===== config.mk =====
export PLATFORM = sky130hd
export DESIGN_NAME = ikaopll_wrqueue
export DESIGN_NICKNAME = d
export VERILOG_FILES = /design/src/rtl/ikaopll_wrqueue.sv
export SDC_FILE = /design/constraint.sdc
export NUM_CORES = 1
export LEC_CHECK = 0
export CAP_MARGIN = 20
export CORE_MARGIN = 4
export CORE_UTILIZATION = 30
export CTS_BUF_LIST = sky130_fd_sc_hd__clkbuf_4
export CTS_CLUSTER_SIZE = 20
export DETAILED_ROUTE_END_ITERATION = 12
export HOLD_SLACK_MARGIN = 0.02
export PLACE_DENSITY = 0.54
export SYNTH_ARGS = -nofsm -noshare
export SYNTH_HDL_FRONTEND = slang
export SYNTH_SLANG_ARGS = --single-unit

===== constraint.sdc =====
create_clock -name i_EMUCLK -period 4.25 [get_ports i_EMUCLK]
set_clock_uncertainty 0.05 [all_clocks]
set_input_delay 0.6375 -clock i_EMUCLK [delete_from_list [all_inputs] [get_ports i_EMUCLK]]
set_output_delay 0.6375 -clock i_EMUCLK [all_outputs]
set_load 0.03 [all_outputs]

===== src/rtl/ikaopll_wrqueue.sv =====
// ikaopll_wrqueue: buffers (chip, address, data) register writes for several
// IKAOPLL instances. Each entry becomes an address strobe and a data strobe on
// one shared D/A0/WR_n bus. The bus holds off per-chip until that chip's
// address-to-data and data-to-address recovery times, counted in phiM enables,
// have elapsed.
module ikaopll_wrqueue #(
  parameter int NUM_CHIPS  = 2,
  parameter int CHIP_W     = 1,
  parameter int FIFO_DEPTH = 16,
  parameter int LEVEL_W    = 5,
  parameter int STROBE_CYC = 2,
  parameter int ADDR_WAIT  = 12,
  parameter int DATA_WAIT  = 84
) (
  input  logic                 i_EMUCLK,
  input  logic                 i_RST_n,
  input  logic                 i_phiM_PCEN_n,
  input  logic                 i_WR_VALID,
  output logic                 o_WR_READY,
  input  logic [CHIP_W-1:0]    i_WR_CHIP,
  input  logic [7:0]           i_WR_ADDR,
  input  logic [7:0]           i_WR_DATA,
  input  logic                 i_FLUSH,
  output logic [LEVEL_W-1:0]   o_LEVEL,
  output logic                 o_EMPTY,
  output logic                 o_DROP,
  output logic [NUM_CHIPS-1:0] o_CS_n,
  output logic                 o_WR_n,
  output logic                 o_A0,
  output logic [7:0]           o_D
);

  localparam int PTR_W    = $clog2(FIFO_DEPTH);
  localparam int MAX_WAIT = (ADDR_WAIT > DATA_WAIT) ? ADDR_WAIT : DATA_WAIT;
  localparam int WAIT_W   = ($clog2(MAX_WAIT + 1) > 7) ? $clog2(MAX_WAIT + 1) : 7;
  localparam int STB_W    = $clog2(STROBE_CYC + 1);

  typedef enum logic [1:0] {IDLE, ASTB, AWAIT, DSTB} state_t;

  typedef struct packed {
    logic [CHIP_W-1:0] chip;
    logic [7:0]        addr;
    logic [7:0]        data;
  } entry_t;

  entry_t               mem [FIFO_DEPTH];
  entry_t               head;
  logic [PTR_W-1:0]     rd_ptr, wr_ptr, rd_base, wr_base;
  logic [LEVEL_W-1:0]   level, level_base;
  logic [WAIT_W-1:0]    wait_cnt [NUM_CHIPS];
  logic [WAIT_W-1:0]    head_wait;
  logic [NUM_CHIPS-1:0] head_sel;
  logic                 head_in_range;

  state_t               state, state_d;
  logic [STB_W-1:0]     stb_cnt, stb_cnt_d;
  logic                 pop, drop, load_addr_wait, load_data_wait, keep, push;
  logic                 phi_en;
  logic [NUM_CHIPS-1:0] cs_n_d;
  logic                 wr_n_d, a0_d;
  logic [7:0]           d_d;

  assign phi_en     = ~i_phiM_PCEN_n;
  assign head       = mem[rd_ptr];
  assign o_LEVEL    = level;
  assign o_WR_READY = (level != LEVEL_W'(FIFO_DEPTH));
  assign o_EMPTY    = (level == '0) && (state == IDLE);
  assign push       = i_WR_VALID && o_WR_READY;

  // Decode the head entry's chip: range check, one-hot select, its wait count.
  always_comb begin
    head_in_range = 1'b0;
    head_wait     = '0;
    head_sel      = '0;
    for (int c = 0; c < NUM_CHIPS; c++) begin
      if (head.chip == CHIP_W'(c)) begin
        head_in_range = 1'b1;
        head_wait     = wait_cnt[c];
        head_sel[c]   = 1'b1;
      end
    end
  end

  // Sequencer next state and next bus values; the bus holds unless a strobe starts or ends.
  always_comb begin
    // NOTE: every signal assigned here gets a default first, so no path can infer a latch.
    state_d        = state;
    stb_cnt_d      = stb_cnt;
    pop            = 1'b0;
    drop           = 1'b0;
    load_addr_wait = 1'b0;
    load_data_wait = 1'b0;
    cs_n_d         = o_CS_n;
    wr_n_d         = o_WR_n;
    a0_d           = o_A0;
    d_d            = o_D;
    case (state)
      IDLE: begin
        // A flush in this clock empties the queue, so nothing new is started.
        if ((level != '0) && !i_FLUSH) begin
          if (!head_in_range) begin
            pop  = 1'b1;
            drop = 1'b1;
          end else if (head_wait == '0) begin
            d_d       = head.addr;
            a0_d      = 1'b0;
            cs_n_d    = ~head_sel;
            wr_n_d    = 1'b0;
            stb_cnt_d = '0;
            state_d   = ASTB;
          end
        end
      end
      ASTB: begin
        if (phi_en) begin
          if (stb_cnt == STB_W'(STROBE_CYC - 1)) begin
            cs_n_d         = '1;
            wr_n_d         = 1'b1;
            load_addr_wait = 1'b1;
            state_d        = AWAIT;
          end else begin
            stb_cnt_d = stb_cnt + 1'b1;
          end
        end
      end
      AWAIT: begin
        if (head_wait == '0) begin
          d_d       = head.data;
          a0_d      = 1'b1;
          cs_n_d    = ~head_sel;
          wr_n_d    = 1'b0;
          stb_cnt_d = '0;
          state_d   = DSTB;
        end
      end
      DSTB: begin
        if (phi_en) begin
          if (stb_cnt == STB_W'(STROBE_CYC - 1)) begin
            cs_n_d         = '1;
            wr_n_d         = 1'b1;
            load_data_wait = 1'b1;
            pop            = 1'b1;
            state_d        = IDLE;
          end else begin
            stb_cnt_d = stb_cnt + 1'b1;
          end
        end
      end
      default: state_d = IDLE;
    endcase
  end

  // Pointer and level bases after pop/flush; a push is then applied on top.
  always_comb begin
    keep = (state != IDLE) && !pop;
    if (i_FLUSH) begin
      rd_base    = rd_ptr + PTR_W'(pop);
      level_base = keep ? LEVEL_W'(1) : '0;
      wr_base    = rd_base + PTR_W'(keep);
    end else begin
      rd_base    = rd_ptr + PTR_W'(pop);
      level_base = level - LEVEL_W'(pop);
      wr_base    = wr_ptr;
    end
  end

  // Sequencer state, strobe counter and registered bus outputs.
  always_ff @(posedge i_EMUCLK or negedge i_RST_n) begin
    if (!i_RST_n) begin
      state   <= IDLE;
      stb_cnt <= '0;
      o_CS_n  <= '1;
      o_WR_n  <= 1'b1;
      o_A0    <= 1'b0;
      o_D     <= '0;
      o_DROP  <= 1'b0;
    end else begin
      // NOTE: non-blocking assignments so every register samples pre-edge values.
      state   <= state_d;
      stb_cnt <= stb_cnt_d;
      o_CS_n  <= cs_n_d;
      o_WR_n  <= wr_n_d;
      o_A0    <= a0_d;
      o_D     <= d_d;
      o_DROP  <= drop;
    end
  end

  // FIFO pointers and occupancy.
  always_ff @(posedge i_EMUCLK or negedge i_RST_n) begin
    if (!i_RST_n) begin
      rd_ptr <= '0;
      wr_ptr <= '0;
      level  <= '0;
    end else begin
      rd_ptr <= rd_base;
      if (push) begin
        wr_ptr <= wr_base + 1'b1;
        level  <= level_base + 1'b1;
      end else begin
        wr_ptr <= wr_base;
        level  <= level_base;
      end
    end
  end

  // FIFO storage.
  always_ff @(posedge i_EMUCLK or negedge i_RST_n) begin
    if (!i_RST_n) begin
      // NOTE: storage is cleared as well, so an unwritten slot can never put X on the bus.
      for (int i = 0; i < FIFO_DEPTH; i++) mem[i] <= '0;
    end else if (push) begin
      mem[wr_base] <= '{chip: i_WR_CHIP, addr: i_WR_ADDR, data: i_WR_DATA};
    end
  end

  // Per-chip recovery counters, loaded at strobe release and drained on phiM enables.
  always_ff @(posedge i_EMUCLK or negedge i_RST_n) begin
    if (!i_RST_n) begin
      for (int c = 0; c < NUM_CHIPS; c++) wait_cnt[c] <= '0;
    end else begin
      for (int c = 0; c < NUM_CHIPS; c++) begin
        if (load_addr_wait && head_sel[c])      wait_cnt[c] <= WAIT_W'(ADDR_WAIT);
        else if (load_data_wait && head_sel[c]) wait_cnt[c] <= WAIT_W'(DATA_WAIT);
        else if (phi_en && (wait_cnt[c] != '0)) wait_cnt[c] <= wait_cnt[c] - 1'b1;
      end
    end
  end

endmodule


==> metrics.md <==
| Metric | Value |
|---|---|
| Crit Path Category | `reg -> reg` |
| Crit path max-delay cell type | `dfrtp_1` |
| Max-Cap Viols | `0` |
| R2R Path Start | `stb_cnt[1]` |
| Chip Width | `roughly 230 um` |
| Syn_nets | `1,051` |
| Synth Warn # | `0` |
| Vias/cell | `between 4 and 5` |
| Worst vdd ir | `~0.00027 V` |
| Post-route cell area | `between 15,000 and 20,000 um2` |
| Hold path endpoint | `o_CS_n[1]` |
| Worst Setup Start Kind | `flop` |
| Dpl ws | `272.2 ps` |
| Via Count | `8,926` |
| Final ANT Viol Nets | `0` |
| CTS tree | `yes` |
| Die ar. | `54,820 um2` |
| Gp weighted congestion | `between 0.7 and 0.8` |
| Max Root-Sink Buffers | `3` |
| R2R depth | `15` |
| Syn Inst Count | `1,010` |
| Setup TNS Final | `0 ps` |
| Total track usage | `0.1381` |
| Core Util, Final | `0.3531` |
| Final Worst Setup Slack | `around 650 ps` |
| Clock latency on the worst-skew pair | `740 ps` |
| Drt first pass iters | `4` |
| Lkg Pwr | `8.290 nW` |
| Hold path cells | `2` |
| Critical Path Most Common Cell | `ha_1` |
| RSZ-0062 raised after global routing | `no` |
| Critical Path RT | `4790 ps` |
| Initial DRC Count | `385` |
| Total CTS buffers | `84` |
| DR WL/cell | `roughly 20 um` |
| R2r setup slk | `about 650 ps` |
| IO Pins | `42` |
| Post-CTS Setup Bufs | `0` |
| WL final | `36,540 um` |
| Die span in y | `234.1 um` |
| Root Buffer | `clkbuf_4` |
| FF+latch count, synth | `315` |
| Area Growth Syn to Fin | `15.94%` |
| Final Cycle Share | `0.8477` |
| Reg2Reg Capture Point | `mem[7]` |
| Final setup viols | `0` |
| CTS clock-pin slew for the worst setup and hold paths | `around 60 ps` |
| P per Cell Area | `662.3 nW/um2` |
| Rows | `82` |
| Slew @ Worst Pin | `966.0 ps` |
| Area leader, netlist | `dfrtp_1` |
| Share of cells above drive strength 1 | `0.4749` |
| Overflow after GRT | `0` |
| Syn_area_per_cell | `about 15 um2` |
| DP Area | `16,740 um2` |
| H-tree lvl count | `3` |
| Outcome | `complete, no violations` |
| Top post-synthesis cells by count | `312 x dfrtp_1, 197 x mux2_2, 80 x mux2_4, 73 x mux4_2, 30 x clkbuf_1` |
| Worst path max stage delay | `370 ps` |
| Tot Pwr | `0.01178 W` |
| Slew HR | `0.3560` |
| Unique cell type count in the Yosys netlist | `58` |
| CP Max Fanout | `10` |
| Clock sink count | `315` |
| Bufs and invs on worst path | `4` |
| Async SR Flop Fraction | `1.000` |
| Largest net degree at the start of global routing | `117` |
| Number of synthesized flops with an enable pin | `0` |
| Post-synthesis sequential area ratio | `0.5140` |
| Count of pins over their slew limit | `0` |
| Yosys top cell area share | `0.5089` |
| Worst Hold Class | `reg -> reg` |
| DP HPWL | `about 23,000 um` |
| # nets final | `1,158` |
| Critical Path AT | `4140 ps` |
| Vias in the first global route | `9,824` |
| CP endpoint kind | `flop` |
| IO buf count | `40` |
| Initial Util | `0.3046` |
| Post-Syn Area | `around 15,000 um2` |
| CP cell instances | `inv_1 > ha_1 > nand3b_4 > inv_1 > nor2_1 > ha_1 > ha_1 > mux2i_1 > inv_1 > ha_1 > o211ai_1 > nor2_1 > o31ai_4 > buf_12 > mux2_2` |
| Tmin final | `3603 ps` |
| Residual DRC | `0` |
| Initial antenna violation count | `1` |
| Fmax | `277.6 MHz` |
| CP delay by family, top | `adder cells` |
| Largest cells by area after synthesis | `dfrtp_1 51%, mux2_2 14%, mux4_2 11%` |
| Hold Startpoint | `o_CS_n[1]` |
| Top-count cell post-synth | `dfrtp_1` |
| Core region area | `slightly above 50,000 um2` |
| First-pass GRT wire length | `58,310 um` |
| Final Hold Vio Count | `0` |
| Ys flop type | `dfrtp_1` |
==> kinds of logic (layout without fill, tap and decap cells) <==
logic type               after synthesis  after routing  synth area share
AO/OA/AOI/OAI                         84             84           0.04763
XOR/XNOR                              25             25           0.01615
multiplexers                         365            365            0.3401
other                                  1              3         0.0002444
AND/OR/NAND/NOR                      111            111           0.03817
adder cells (fa/ha/maj)               19             19           0.01550
flip-flops                           315            315            0.5140
buffers and inverters                 90            253           0.02822
==> per-stage QoR <==
step	instances	hold slack [ps]
2_1_floorplan	1010	291.9
3_3_place_gp	1702	408.3
3_5_place_dp	1702	401.4
4_1_cts	1845	410.1
5_1_grt	1847	419.5
6_report	1847	408.5
==> placed cells by master, fill, tap and decap left out, types with 11 or more instances in the layout <==
| master | count |
|---|---|
| nor3_1 | 12 |
| dfrtp_1 | 310 |
| nor2_1 | 29 |
| ha_1 | 19 |
| a21oi_1 | 11 |
| xnor2_1 | 15 |
| mux2_2 | 197 |
| clkbuf_4 | 122 |
| mux2i_1 | 14 |
| clkdlybuf4s50_1 | 39 |
| inv_1 | 26 |
| buf_12 | 12 |
| o22ai_1 | 12 |
| mux2_4 | 80 |
| buf_4 | 32 |
| mux4_2 | 73 |
| a22oi_1 | 13 |
| nand2_1 | 22 |
==> routing by layer <==
metal,global-route usage,up-vias,share of wire
met5,0,-,0
met4,0.03918,0,0.018
met3,0.03013,64,0.036
met2,0.2138,143,0.46
met1,0.1960,4683,0.48
li1,-,4036,-
==> where the power goes <==
| group | internal, W | total, W | switching, W |
|---|---|---|---|
| clock | 0.00138 | 0.00264 | 0.00127 |
| sequential | 0.00415 | 0.00476 | 0.000608 |
| combinational | 0.00243 | 0.00438 | 0.00194 |
| total | 0.00796 | 0.0118 | 0.00382 |
==> worst reg2reg max path: stages (launching register included) <==
cell	delay, ps
dfrtp_1	370
inv_1	90
ha_1	280
nand3b_4	130
inv_1	150
nor2_1	90
ha_1	230
ha_1	280
mux2i_1	310
inv_1	140
ha_1	220
o211ai_1	150
nor2_1	160
o31ai_4	220
buf_12	230
mux2_2	350
==> final cells by class <==
| class | instances | area [um2] |
|---|---|---|
| Antenna cell | 2 | 5.005 |
| Clock inverter | 20 | 115.1 |
| Timing Repair Buffer | 85 | 895.9 |
| Sequential cell | 315 | 7894 |
| Fill cell | 4861 | 32590 |
| Clock buffer | 122 | 915.9 |
| Multi-Input combinational cell | 605 | 7023 |
| Inverter | 26 | 97.59 |
| Tap cell | 672 | 840.8 |
==> how the worst max path moves through the flow <==
stage                             start  endpoint  slack, ps  depth (start not counted)
after floorplan               rd_ptr[0]  mem[194]        940                         12
after global placement    i_phiM_PCEN_n    mem[2]        320                         12
after detailed placement  i_phiM_PCEN_n    mem[7]        270                         14
after CTS                    o_LEVEL[2]   o_EMPTY        530                          3
after global routing         stb_cnt[1]    mem[7]        370                         15
final                        stb_cnt[1]    mem[7]        650                         15
==> sequential cells by signal (all words and copies together), names as in the netlist <==
| register | count |
|---|---|
| mem | 272 |
| wait_cnt | 14 |
| o_D | 8 |
| o_LEVEL | 5 |
| rd_ptr | 4 |
| wr_ptr | 4 |
| o_CS_n | 2 |
| state | 2 |
| stb_cnt | 2 |
| o_A0 | 1 |
| o_WR_n | 1 |
==> what timing repair did <==
action                    in CTS  in global routing
hold buffers                   1                  0
gates resized for setup        0                  0
hold endpoints to repair     106                  0
No activity file was read; power rests on OpenSTA's default activity.
